[src/rtl/stream_fetcher_pkg.sv]
// Shared types and defaults for the stream fetcher.
// Optional macro STREAM_FETCHER_CHECK_EN (see stream_fetcher.sv) adds the err output.
package stream_fetcher_pkg;

    localparam int unsigned SF_ADDR_WIDTH  = 48;
    localparam int unsigned SF_DATA_WIDTH  = 64;
    localparam int unsigned SF_TAG_COUNT   = 4;
    localparam int unsigned SF_COUNT_WIDTH = 32;

    typedef enum logic [1:0] {
        IDLE,
        RUN,
        DRAIN
    } sf_state_t;

    // Ceiling log2, valid for the power-of-two tag counts used here (2..64).
    function automatic int unsigned sf_log2(input int unsigned value);
        int unsigned result;
        result = 0;
        for (int unsigned i = 1; i < value; i = i << 1) begin
            result++;
        end
        return result;
    endfunction

endpackage

[src/rtl/stream_reorder_buf.sv]
// Reorder buffer: one slot per tag, valid bit per slot, in-order head pointer.
// A write to the head slot is forwarded straight to the head outputs so a
// response can be emitted the cycle after it arrives.
module stream_reorder_buf #(
    parameter int unsigned TAG_COUNT  = 4,
    parameter int unsigned TAG_WIDTH  = 2,
    parameter int unsigned DATA_WIDTH = 64
) (
    input  logic                  clk,
    input  logic                  rst,
    input  logic                  wr_en,
    input  logic [TAG_WIDTH-1:0]  wr_tag,
    input  logic [DATA_WIDTH-1:0] wr_data,
    input  logic                  pop,
    output logic                  head_ready,
    output logic [DATA_WIDTH-1:0] head_data
);

    logic [DATA_WIDTH-1:0] mem [TAG_COUNT];
    logic [TAG_COUNT-1:0]  valid;
    logic [TAG_WIDTH-1:0]  head;
    logic                  wr_head;

    // Slot storage; contents are qualified by valid so no reset is needed.
    always_ff @(posedge clk) begin
        if (wr_en) begin
            mem[wr_tag] <= wr_data;
        end
    end

    // Valid bits and head pointer; a pop clears after a same-cycle write so a
    // forwarded head word is never left marked valid.
    always_ff @(posedge clk) begin
        if (rst) begin
            valid <= '0;
            head  <= '0;
        end else begin
            if (wr_en) begin
                valid[wr_tag] <= 1'b1;
            end
            if (pop) begin
                valid[head] <= 1'b0;
                head        <= head + TAG_WIDTH'(1);
            end
        end
    end

    // Head word selection with write-through forwarding.
    always_comb begin
        wr_head    = wr_en && (wr_tag == head);
        head_ready = valid[head] || wr_head;
        head_data  = valid[head] ? mem[head] : wr_data;
    end

endmodule

[src/rtl/stream_fetcher.sv]
// Stream fetcher: issues tagged sequential word reads, reorders responses and
// emits them in address order.
// Optional macro STREAM_FETCHER_CHECK_EN adds a sticky err output flagging
// pushes to tags that are not outstanding (or arriving while idle).
module stream_fetcher
    import stream_fetcher_pkg::*;
#(
    parameter int unsigned ADDR_WIDTH  = SF_ADDR_WIDTH,
    parameter int unsigned DATA_WIDTH  = SF_DATA_WIDTH,
    parameter int unsigned TAG_COUNT   = SF_TAG_COUNT,
    parameter int unsigned COUNT_WIDTH = SF_COUNT_WIDTH,
    localparam int unsigned TAG_WIDTH  = sf_log2(TAG_COUNT)
) (
    input  logic                   clk,
    input  logic                   rst,
    input  logic                   start,
    input  logic [ADDR_WIDTH-1:0]  start_addr,
    input  logic [COUNT_WIDTH-1:0] start_count,
    output logic                   req,
    input  logic                   req_stall,
    output logic [TAG_WIDTH-1:0]   req_tag,
    output logic [ADDR_WIDTH-1:0]  req_addr,
    input  logic                   push,
    input  logic [TAG_WIDTH-1:0]   push_tag,
    input  logic [DATA_WIDTH-1:0]  data,
    output logic                   out_push,
    output logic [DATA_WIDTH-1:0]  out_data,
    input  logic                   out_stall,
    output logic                   busy,
    output logic                   done
`ifdef STREAM_FETCHER_CHECK_EN
    ,
    output logic                   err
`endif
);

    localparam logic [TAG_WIDTH:0] TAG_FULL = (TAG_WIDTH + 1)'(TAG_COUNT);

    sf_state_t              state;
    sf_state_t              state_next;
    logic [COUNT_WIDTH-1:0] req_left;
    logic [COUNT_WIDTH-1:0] out_left;
    logic [TAG_WIDTH:0]     occ;
    logic [TAG_COUNT-1:0]   pend;
    logic                   start_go;
    logic                   start_zero;
    logic                   push_ok;
    logic                   pop;
    logic                   head_ready;
    logic [DATA_WIDTH-1:0]  head_data;

    // Control qualifiers shared by the FSM and the datapath.
    always_comb begin
        start_go   = start && (state == IDLE) && (start_count != '0);
        start_zero = start && (state == IDLE) && (start_count == '0);
        push_ok    = push && (state != IDLE) && pend[push_tag];
        pop        = head_ready && !out_stall;
    end

    // State register.
    always_ff @(posedge clk) begin
        if (rst) begin
            state <= IDLE;
        end else begin
            state <= state_next;
        end
    end

    // Next-state logic.
    always_comb begin
        state_next = state;
        unique case (state)
            IDLE:    if (start_go) state_next = RUN;
            RUN:     if (req && (req_left == COUNT_WIDTH'(1))) state_next = DRAIN;
            DRAIN:   if (out_left == '0) state_next = IDLE;
            default: state_next = IDLE;
        endcase
    end

    // FSM outputs; req counts both in-flight and buffered slots as used credit.
    always_comb begin
        req  = (state == RUN) && !req_stall && (occ < TAG_FULL);
        busy = (state != IDLE);
    end

    // Request/response bookkeeping and the registered output word.
    always_ff @(posedge clk) begin
        if (rst) begin
            req_tag  <= '0;
            req_addr <= '0;
            req_left <= '0;
            out_left <= '0;
            occ      <= '0;
            pend     <= '0;
            out_push <= 1'b0;
            out_data <= '0;
            done     <= 1'b0;
        end else begin
            out_push <= pop;
            if (pop) begin
                out_data <= head_data;
            end
            // out_left reaches zero on the edge that registers the last word,
            // so DRAIN with out_left==0 is exactly the cycle of the last out_push.
            done <= start_zero || ((state == DRAIN) && (out_left == '0));

            if (start_go) begin
                req_addr <= start_addr;
                req_left <= start_count;
                out_left <= start_count;
            end else begin
                if (req) begin
                    req_addr <= req_addr + ADDR_WIDTH'(1);
                    req_left <= req_left - COUNT_WIDTH'(1);
                end
                if (pop) begin
                    out_left <= out_left - COUNT_WIDTH'(1);
                end
            end

            if (req) begin
                req_tag       <= req_tag + TAG_WIDTH'(1);
                pend[req_tag] <= 1'b1;
            end
            if (push_ok) begin
                pend[push_tag] <= 1'b0;
            end

            unique case ({req, pop})
                2'b10:   occ <= occ + (TAG_WIDTH + 1)'(1);
                2'b01:   occ <= occ - (TAG_WIDTH + 1)'(1);
                default: occ <= occ;
            endcase
        end
    end

`ifdef STREAM_FETCHER_CHECK_EN
    // Sticky protocol error: push to a tag that is not outstanding.
    always_ff @(posedge clk) begin
        if (rst) begin
            err <= 1'b0;
        end else if (push && ((state == IDLE) || !pend[push_tag])) begin
            err <= 1'b1;
        end
    end
`endif

    stream_reorder_buf #(
        .TAG_COUNT  (TAG_COUNT),
        .TAG_WIDTH  (TAG_WIDTH),
        .DATA_WIDTH (DATA_WIDTH)
    ) u_rob (
        .clk        (clk),
        .rst        (rst),
        .wr_en      (push_ok),
        .wr_tag     (push_tag),
        .wr_data    (data),
        .pop        (pop),
        .head_ready (head_ready),
        .head_data  (head_data)
    );

endmodule
[config.mk]
export PLATFORM = sky130hd
export DESIGN_NAME = stream_fetcher
export DESIGN_NICKNAME = d
export VERILOG_FILES = /design/src/rtl/stream_fetcher_pkg.sv /design/src/rtl/stream_reorder_buf.sv /design/src/rtl/stream_fetcher.sv
export SDC_FILE = /design/constraint.sdc
export NUM_CORES = 1
export LEC_CHECK = 0
export CORE_MARGIN = 2
export CORE_UTILIZATION = 38
export CTS_BUF_LIST = sky130_fd_sc_hd__clkbuf_16
export CTS_CLUSTER_DIAMETER = 200
export DETAILED_ROUTE_END_ITERATION = 6
export GPL_TIMING_DRIVEN = 1
export HOLD_SLACK_MARGIN = 0.02
export REMOVE_ABC_BUFFERS = 1
export SLEW_MARGIN = 20
export SYNTH_ARGS = -nofsm -noshare
export SYNTH_HDL_FRONTEND = slang
export SYNTH_HIERARCHICAL = 1
export SYNTH_SLANG_ARGS = --single-unit
[constraint.sdc]
create_clock -name clk -period 13.3 [get_ports clk]
set_input_delay 1.33 -clock clk [delete_from_list [all_inputs] [get_ports clk]]
set_output_delay 1.33 -clock clk [all_outputs]
set_load 0.03 [all_outputs]
==> summary.txt, run 1 <==
run status = finished clean
Max IR drop VDD = 0.08799 mV
number of buffers inserted during clock tree synthesis = 49
biggest cell delay along the critical path = 0.77 ns
pin count of the biggest net entering global routing = 97
maximum capacitance violations = 0
cell count after synthesis = 1555
worst slew margin relative to its limit = 27.61%
maximum buffer depth of the clock tree = 3
library cell with the highest instance count after synthesis = sky130_fd_sc_hd__edfxtp_1
post-route antenna net violation count = 0
Critical Path Slowest Stage Cell = sky130_fd_sc_hd__clkdlybuf4s50_1
Worst R2R Setup Slack = 9.37 ns
clock root cell = sky130_fd_sc_hd__clkbuf_16
post-route design area = 24180 um2
Worst Reg-to-Reg Cells = 8
clock sinks = 453
detailed-route wire length per cell = 20.34 um
DRC violations left = 0
Syn Std Cell Area = 19460 um2
number of gates resized after cts = 0
H-tree levels = 2
Post-CTS Hold Buffers = 0
vias = 13470
number of pins exceeding their max-slew limit in the final report = 0
met1 GRT Util = 25.17%
starting utilization of the core area = 38.63%
final count of hold timing violations = 0
count of buffers from port buffering = 269
GRT Util Overall = 18.88%
cell row count = 82
power density normalized to cell area = 126.5 nW/um2
nature of the critical path endpoint = primary output
clock insertion delay at the later pin of the skew report = 0.60 ns
placer's final routability congestion estimate = 0.7955
via count of the first global-routing pass = 13640
global routing's busiest layer = met2
number of enable flip-flop cells after synthesis = 256
post-detail-place hpwl = 31460 um
post-route clock skew = 0.01199 ns
total area of multi-input combinational cells = 7358 um2
highest fanout seen on the critical path = 31
CTS clk-pin slew, worst paths = 0.06 ns
# nets final = 1961
clock tree from TritonCTS = built
Via density = 5.374
Setup Buffers After CTS = 0
wire length of the first global-routing pass = 78640 um
post-synth top area share = 39.50%
met2 capacity usage during global routing = 31.21%
cell taking the most area after synthesis = sky130_fd_sc_hd__edfxtp_1
mean instance size in the synthesized netlist = 12.51 um2
growth of design area from synthesis to finish = 24.28%
I/O pin count = 270
r2r endpoint = out_left[27]
Seq/Total Area, Yosys = 59.77%
HP Class = reg -> reg
most frequent cells after synthesis = sky130_fd_sc_hd__edfxtp_1, sky130_fd_sc_hd__nand2_1, sky130_fd_sc_hd__dfxtp_1
timing-limited maximum frequency = 197.5 MHz
library cell appearing most often on the critical path = sky130_fd_sc_hd__clkdlybuf4s50_1
worst hold path endpoint = out_data[35]
cells along the critical path = clkdlybuf4s50_1 -> or4b_4 -> inv_2 -> clkdlybuf4s50_1
number of DRC violations after detailed-routing iteration 0 = 866
RSZ-0062 raised after global routing = false
Routed WL = 50990 um
chip width = 230.3 um
Final setup violation count = 0
largest cells by area after synthesis = sky130_fd_sc_hd__edfxtp_1, sky130_fd_sc_hd__dfxtp_1, sky130_fd_sc_hd__mux4_2
Yosys warnings = 6
core area = 50380 um2
height of the chip = 230.3 um
count of buffering cells on the critical path with inverters included = 3
required time at the endpoint of the critical path = 11.97 ns
Synth async-reset ratio = 0%
area of the die = 53040 um2
Min Clock Period, post-route = 5.064 ns
beginning of the worst register-to-register path = u_rob/head[0]
class of the most critical setup path = in -> out
Synth cell types = 71
static leakage power = 7.773 nW
predominant post-synthesis flop cell = sky130_fd_sc_hd__edfxtp_1
startpoint of the lowest-slack hold path = out_data[35]
Hold Slack = 0.4529 ns
DP Area = 22700 um2
Worst Hold Depth = 2
transition time of the tightest slew-check pin = 1.086 ns
CP delay by family, top = buffers and inverters
Initial DRT Pass Iterations = 5
antenna violations before repair = 6
total of fill cells in the finished design = 4521
met3 routing resource usage after global routing = 4.005%
Worst Path Arrival = 3.73 ns
final cycle utilization of the critical path = 38.08%
footprint of the flip-flops and latches = 11640 um2
type of origin of the critical path = input port
total of flip-flops plus latches after synthesis = 453
Congestion Overflow GR = 0
total negative setup slack = 0 ns
post-layout utilization of the core = 48.01%
share of layout cells above drive strength 1 = 13.20%
-- worst max path at each step --
stage | startpoint | to | slack (ns) | cells after the start
final | req_stall | req | 8.24 | 4
after global placement | push_tag[0] | out_left[27] | 8.11 | 10
after detailed placement | push_tag[0] | out_left[27] | 7.99 | 10
after global routing | req_stall | req | 8.20 | 4
after floorplan | push_tag[0] | u_rob/mem[0][0] | 6.06 | 3
after CTS | req_stall | req | 8.24 | 4
-- metal layers --
| metal | up-vias | wire length, um |
|---|---|---|
| li1 | 6313 | - |
| met1 | 6723 | 22680 |
| met5 | - | 68 |
| met2 | 349 | 24260 |
| met4 | 10 | 974 |
| met3 | 78 | 3007 |
-- cells in the final DEF, fill, tap and decap left out, drive strengths merged, types with 14 or more instances in the layout --
cell type	Yosys	final
xnor2	28	28
nand2	216	216
nand3	43	43
dfxtp	197	197
nor3	26	26
mux2	64	64
o21ai	14	14
mux4	66	66
a21oi	161	161
or3	19	19
clkdlybuf4s50	0	268
o211ai	22	22
xor2	28	28
clkinv	2	24
nor4	27	27
nor2	75	75
nand4	17	17
inv	18	35
a31oi	23	23
clkbuf	48	49
a211oi	32	32
and3	14	14
edfxtp	256	256
-- report_power, final --
part	total (mW)	internal [mW]	switching, mW
logic	0.246	0.114	0.131
registers	1.54	1.51	0.0324
clock network	1.27	0.710	0.564
-- sequential cells by signal, summed over array words and instances, names as in the netlist, 3 cells and up, named ones only --
signal       count
u_rob/valid      4
pend             4
u_rob/mem      256
out_data        64
req_left        32
occ              3
out_left        32
req_addr        48
-- tightest hold or removal path, cell delays in order, from the launching register on --
cell and delay (ns):
sky130_fd_sc_hd__dfxtp_1 0.30, sky130_fd_sc_hd__nand2_1 0.05, sky130_fd_sc_hd__a21oi_1 0.05
-- cells by family after synthesis --
kind of cell,count (synthesis),share of synthesized area (%)
and+or+nand+nor,490,12.45
xor gates and xnor gates,56,2.520
muxes,131,12.34
AOI/OAI and AO/OA,299,9.375
DFF,453,59.77
buffers and inverters,112,2.604
adders and majority gates,14,0.9388
-- stage by stage --
stage | total power [mW] | setup WS [ns] | instances
floorplan | 1.686 | 6.065 | 1463
CTS | 3.096 | 8.243 | 2506
global route | 3.176 | 8.196 | 2506
finish | 3.059 | 8.236 | 2507
detailed placement | 1.813 | 7.991 | 2416
global placement | 1.808 | 8.108 | 2416
-- final cells by class --
| class | count | share of cell area, % |
|---|---|---|
| clock inverter | 41 | 1.061 |
| sequential | 453 | 48.12 |
| inverter | 20 | 0.3208 |
| clock buffer | 49 | 5.070 |
| antenna | 1 | 0.01035 |
| tap | 672 | 3.477 |
| multi-input combinational | 990 | 30.43 |
| timing repair buffer | 281 | 11.51 |
No activity file was read; power rests on OpenSTA's default activity.
==> run 2, diff against run 1 <==
==> constraint.sdc (replaced) <==
create_clock -name clk -period 4.45 [get_ports clk]
set_input_delay 0.445 -clock clk [delete_from_list [all_inputs] [get_ports clk]]
set_output_delay 0.445 -clock clk [all_outputs]
set_load 0.03 [all_outputs]
==> summary.txt, run 2 (synthesis gave the netlist of run 1 again) <==
run status = finished clean
height of the chip = 230.3 um (unchanged)
Via density = 5.340 (-0.64%)
H-tree levels = 2 (unchanged)
starting utilization of the core area = 38.63% (unchanged)
maximum buffer depth of the clock tree = 3 (unchanged)
timing-limited maximum frequency = 294.2 MHz
post-detail-place hpwl = 31050 um (-1.3%)
vias = 13480 (+0.074%)
DRC violations left = 0 (unchanged)
Largest Register = u_rob/mem
type of origin of the critical path = register
Design Power = 9.519 mW (+210%)
class of the most critical setup path = reg -> out
DP Area = 22820 um2 (+0.54%)
minimum setup slack in the final design = 1.051 ns (-7.185 ns)
detailed-route wire length per cell = 19.73 um (-3.0%)
Setup Buffers After CTS = 0 (unchanged)
share of layout cells above drive strength 1 = 14.21% (+1.0 points)
CTS clk-pin slew, worst paths = 0.06 ns (about the same)
number of flip-flops in the largest register = 256 (unchanged)
# nets final = 1970 (+0.46%)
transition time of the tightest slew-check pin = 1.080 ns (-0.005970 ns)
Worst Path Arrival = 2.95 ns (-0.78 ns)
highest fanout seen on the critical path = 31 (unchanged)
nature of the critical path endpoint = primary output
post-route antenna net violation count = 0 (unchanged)
HP Class = in -> reg
Routed WL = 49830 um (-2.3%)
pin count of the biggest net entering global routing = 112 (+15%)
static leakage power = 7.868 nW (+1.2%)
maximum capacitance violations = 0 (unchanged)
final cycle utilization of the critical path = 76.39%
count of non-filler cells in the finished layout = 2525 (+0.72%)
cell row count = 82 (unchanged)
post-layout utilization of the core = 48.65% (+0.64 points)
clock insertion delay at the later pin of the skew report = 0.59 ns (about the same)
power density normalized to cell area = 388.4 nW/um2 (+210%)
post-route clock skew = 0.01562 ns (+0.003627 ns)
number of pins exceeding their max-slew limit in the final report = 0 (unchanged)
number of gates resized after cts = 0 (unchanged)
number of DRC violations after detailed-routing iteration 0 = 826 (-4.6%)
clock tree from TritonCTS = built
Initial DRT Pass Iterations = 5 (unchanged)
core area = 50380 um2 (unchanged)
registers with the highest flip-flop counts = u_rob/mem x256, out_data x64, req_addr x48
Min Clock Period, post-route = 3.399 ns
Congestion Overflow GR = 0 (unchanged)
RSZ-0062 raised after global routing = false
via count of the first global-routing pass = 13530 (-0.80%)
area of the die = 53040 um2 (unchanged)
Hold Slack = 0.4365 ns (-0.01641 ns)
commonest cells after routing, fill and taps aside = sky130_fd_sc_hd__clkdlybuf4s50_1, sky130_fd_sc_hd__edfxtp_1, sky130_fd_sc_hd__nand2_1
GRT Util Overall = 18.49% (-0.39 points)
most common cell after layout, fill and taps aside = sky130_fd_sc_hd__clkdlybuf4s50_1
final count of hold timing violations = 0 (unchanged)
post-route design area = 24510 um2 (+1.3%)
Final setup violation count = 0 (unchanged)
antenna violations before repair = 7 (+1)
required time at the endpoint of the critical path = 4.01 ns (-7.96 ns)
total negative setup slack = 0 ns (unchanged)
Max IR drop VDD = 0.2368 mV (+170%)
placed cells = 2424 (+0.33%)
chip width = 230.3 um (unchanged)
worst slew margin relative to its limit = 28.01% (+0.40 points)
number of buffers inserted during clock tree synthesis = 50 (+2.0%)
clock sinks = 453 (unchanged)
count of buffers from port buffering = 269 (unchanged)
placer's final routability congestion estimate = 0.8376 (+5.3%)
growth of design area from synthesis to finish = 25.94%
Setup Slack @ Placement = 0.6121 ns (-7.379 ns)
Post-CTS Hold Buffers = 0 (unchanged)
I/O pin count = 270 (unchanged)
wire length of the first global-routing pass = 77580 um (-1.3%)
clock root cell = sky130_fd_sc_hd__clkbuf_16
==> run 2: cell types whose count changed in the layout (fill, tap and decap cells not counted), moves of 2 or more <==
cell	previous run	this run
sky130_fd_sc_hd__buf_4	12	15
sky130_fd_sc_hd__bufinv_16	2	7
sky130_fd_sc_hd__clkinv_4	0	2
sky130_fd_sc_hd__buf_12	0	5
sky130_fd_sc_hd__clkinvlp_4	0	5
sky130_fd_sc_hd__inv_1	30	21
sky130_fd_sc_hd__diode_2	1	9
==> run 2: routing by layer <==
metal | vias up | share of wire (%) | track usage, %
met2 | 369 | 46 | 29.33
met4 | 0 | 1.8 | 5.181
met5 | - | 0 | 0
met1 | 6692 | 46 | 25.47
li1 | 6356 | - | -
met3 | 66 | 6.3 | 4.154
==> run 2: area by class of cell <==
| class | instances | area [um2] |
|---|---|---|
| fill | 4533 | 25870 |
| clock buffer | 50 | 1251 |
| inverter | 20 | 77.57 |
| antenna | 9 | 22.52 |
| tap | 672 | 840.8 |
| sequential | 453 | 11640 |
| clock inverter | 42 | 412.9 |
| multi-input combinational | 990 | 7358 |
| timing repair buffer | 289 | 2907 |
==> run 2: final timing paths <==
kind	start	endpoint	slack (ns)	cells after the start
setup / recovery	occ[2]	req	1.05	3
hold / removal	start_addr[28]	req_addr[28]	0.44	3
setup reg to reg	u_rob/head[0]	occ[2]	1.22	10
hold reg to reg	out_data[28]	out_data[28]	0.45	2
==> run 2: report_power, final <==
group	leakage, nW	internal (mW)	switching [mW]	total, mW
combinational	3.13	0.350	0.392	0.742
clock	0.826	2.46	1.72	4.18
sequential	3.91	4.50	0.0941	4.59
==> run 2: critical path, stage by stage, from the launching register on <==
cell and delay (ns):
sky130_fd_sc_hd__dfxtp_1 0.33, sky130_fd_sc_hd__or4b_4 0.76, sky130_fd_sc_hd__inv_2 0.47, sky130_fd_sc_hd__clkdlybuf4s50_1 0.77
==> run 3, diff against run 2 <==
==> constraint.sdc (replaced) <==
create_clock -name clk -period 3.2 [get_ports clk]
set_input_delay 0.32 -clock clk [delete_from_list [all_inputs] [get_ports clk]]
set_output_delay 0.32 -clock clk [all_outputs]
set_load 0.03 [all_outputs]
==> summary.txt, run 3 (synthesis gave the netlist of run 1 again) <==
class of the most critical setup path = reg -> out
Routed WL = 50580 um (+1.5%)
registers with the highest flip-flop counts = u_rob/mem x256, out_data x64, req_addr x48
pin count of the biggest net entering global routing = 96 (-14%)
CP delay by family, top = buffers and inverters
RSZ-0062 raised after global routing = false
cells along the critical path = or4b_4 -> inv_2 -> clkdlybuf4s50_1
cell row count = 82 (unchanged)
Design Power = 13.17 mW (+38%)
DP Area = 23200 um2 (+1.7%)
core area = 50380 um2 (unchanged)
clock sinks = 453 (unchanged)
Min Clock Period, post-route = 2.740 ns
transition time of the tightest slew-check pin = 1.036 ns (-0.04386 ns)
number of flip-flops in the largest register = 256 (unchanged)
count of buffers from port buffering = 269 (unchanged)
area of the die = 53040 um2 (unchanged)
DRC violations left = 0 (unchanged)
HP Class = in -> reg
placed cells = 2465 (+1.7%)
clock insertion delay at the later pin of the skew report = 0.61 ns (+0.02 ns)
# nets final = 2011 (+2.1%)
total area of multi-input combinational cells = 7358 um2 (unchanged)
final count of hold timing violations = 0 (unchanged)
Hold Slack = 0.2829 ns (-0.1535 ns)
worst slew margin relative to its limit = 30.77% (+2.8 points)
r2r endpoint = occ[2]
Initial DRT Pass Iterations = 4 (-1)
count of non-filler cells in the finished layout = 2562 (+1.5%)
nature of the critical path endpoint = primary output
clock tree from TritonCTS = built
static leakage power = 8.084 nW (+2.7%)
WP depth = 3 (unchanged)
number of pins exceeding their max-slew limit in the final report = 0 (unchanged)
Setup Buffers After CTS = 0 (unchanged)
Via density = 5.299 (-0.76%)
power density normalized to cell area = 530.1 nW/um2 (+36%)
minimum setup slack in the final design = 0.4597 ns (-0.5909 ns)
Worst Hold Depth = 2 (-1)
biggest cell delay along the critical path = 0.69 ns (-0.08 ns)
H-tree levels = 2 (unchanged)
footprint of the flip-flops and latches = 11640 um2 (unchanged)
post-detail-place hpwl = 32570 um (+4.9%)
most common cell after layout, fill and taps aside = sky130_fd_sc_hd__clkdlybuf4s50_1
Setup Slack @ Placement = 0.1799 ns (-0.4322 ns)
total of fill cells in the finished design = 4467 (-1.5%)
growth of design area from synthesis to finish = 27.67%
Congestion Overflow GR = 0 (unchanged)
vias = 13580 (+0.70%)
highest fanout seen on the critical path = 14 (-55%)
count of buffering cells on the critical path with inverters included = 2 (unchanged)
placer's final routability congestion estimate = 0.8331 (-0.54%)
post-route design area = 24850 um2 (+1.4%)
antenna violations before repair = 8 (+1)
beginning of the worst register-to-register path = u_rob/head[0]
clock root cell = sky130_fd_sc_hd__clkbuf_16
final cycle utilization of the critical path = 85.63%
Worst Reg-to-Reg Cells = 10 (unchanged)
run status = finished clean
wire length of the first global-routing pass = 78920 um (+1.7%)
Critical Path Slowest Stage Cell = sky130_fd_sc_hd__clkdlybuf4s50_1
via count of the first global-routing pass = 13680 (+1.1%)
detailed-route wire length per cell = 19.74 um (about the same)
Max IR drop VDD = 0.4021 mV (+70%)
share of layout cells above drive strength 1 = 15.80% (+1.6 points)
GRT Util Overall = 18.85% (+0.36 points)
number of gates resized after cts = 0 (unchanged)
post-route clock skew = 0.03883 ns (+0.02321 ns)
Worst Path Arrival = 2.42 ns (-0.53 ns)
number of DRC violations after detailed-routing iteration 0 = 906 (+9.7%)
required time at the endpoint of the critical path = 2.88 ns (-1.13 ns)
startpoint of the lowest-slack hold path = rst
Post-CTS Hold Buffers = 0 (unchanged)
maximum buffer depth of the clock tree = 3 (unchanged)
commonest cells after routing, fill and taps aside = sky130_fd_sc_hd__clkdlybuf4s50_1, sky130_fd_sc_hd__edfxtp_1, sky130_fd_sc_hd__nand2_1
total negative setup slack = 0 ns (unchanged)
maximum capacitance violations = 0 (unchanged)
post-layout utilization of the core = 49.32% (+0.67 points)
Final setup violation count = 0 (unchanged)
timing-limited maximum frequency = 364.9 MHz
type of origin of the critical path = register
Largest Register = u_rob/mem
CTS clk-pin slew, worst paths = 0.06 ns (about the same)
number of buffers inserted during clock tree synthesis = 50 (unchanged)
height of the chip = 230.3 um (unchanged)
Worst R2R Setup Slack = 0.48 ns (-0.74 ns)
I/O pin count = 270 (unchanged)
post-route antenna net violation count = 0 (unchanged)
starting utilization of the core area = 38.63% (unchanged)
chip width = 230.3 um (unchanged)
[run 3: cell count changes in the layout (fill, tap and decap cells not counted), moves of 2 or more]
cell and change:
sky130_fd_sc_hd__bufinv_16 -2, sky130_fd_sc_hd__clkinvlp_4 -3, sky130_fd_sc_hd__clkinv_16 +2, sky130_fd_sc_hd__buf_12 +6, sky130_fd_sc_hd__clkinv_2 -2, sky130_fd_sc_hd__clkinv_1 +3
sky130_fd_sc_hd__inv_1 +3, sky130_fd_sc_hd__diode_2 -5, sky130_fd_sc_hd__buf_4 +35
[run 3: layer usage]
layer  share of wire [%]  vias to the layer above  track usage (%)
li1                    -                     6453                -
met1                  46                     6690            26.05
met2                  46                      358            30.07
met3                 6.4                       68            4.055
met4                 1.9                        8            5.020
met5                0.10                        -                0
[run 3: worst reg2reg max path, cell delays in order (launching register included)]
cell and delay [ns]:
sky130_fd_sc_hd__dfxtp_1 0.48, sky130_fd_sc_hd__mux4_4 0.70, sky130_fd_sc_hd__a31o_2 0.26, sky130_fd_sc_hd__nand2b_4 0.12, sky130_fd_sc_hd__clkinv_2 0.10, sky130_fd_sc_hd__ha_1 0.21
sky130_fd_sc_hd__inv_1 0.07, sky130_fd_sc_hd__fa_1 0.17, sky130_fd_sc_hd__xor2_1 0.07, sky130_fd_sc_hd__or3_1 0.30, sky130_fd_sc_hd__a21oi_1 0.15
[run 3: final cells by class]
type / instances / area share, %
sequential: 453 / 46.85
multi-input combinational: 990 / 29.62
timing repair buffer: 330 / 13.24
clock buffer: 50 / 5.036
tap: 672 / 3.384
clock inverter: 43 / 1.526
inverter: 20 / 0.3122
antenna: 4 / 0.04029
[run 3: worst max path at each step]
stage / from / end / slack [ns]
2_1_floorplan: u_rob/head[0] / occ[2] / -3.16
3_3_place_gp: push_tag[0] / occ[2] / 0.23
3_5_place_dp: push_tag[0] / occ[2] / 0.18
4_1_cts: occ[2] / req / 0.38
5_1_grt: u_rob/head[0] / occ[2] / 0.27
6_report: occ[2] / req / 0.46
[run 3: power breakdown]
group	leakage (nW)	total [mW]	switching, mW	internal (mW)
sequential	3.91	6.39	0.132	6.26
clock	0.825	5.71	2.44	3.27
combinational	3.35	1.07	0.555	0.515
total	8.08	13.2	3.13	10.0
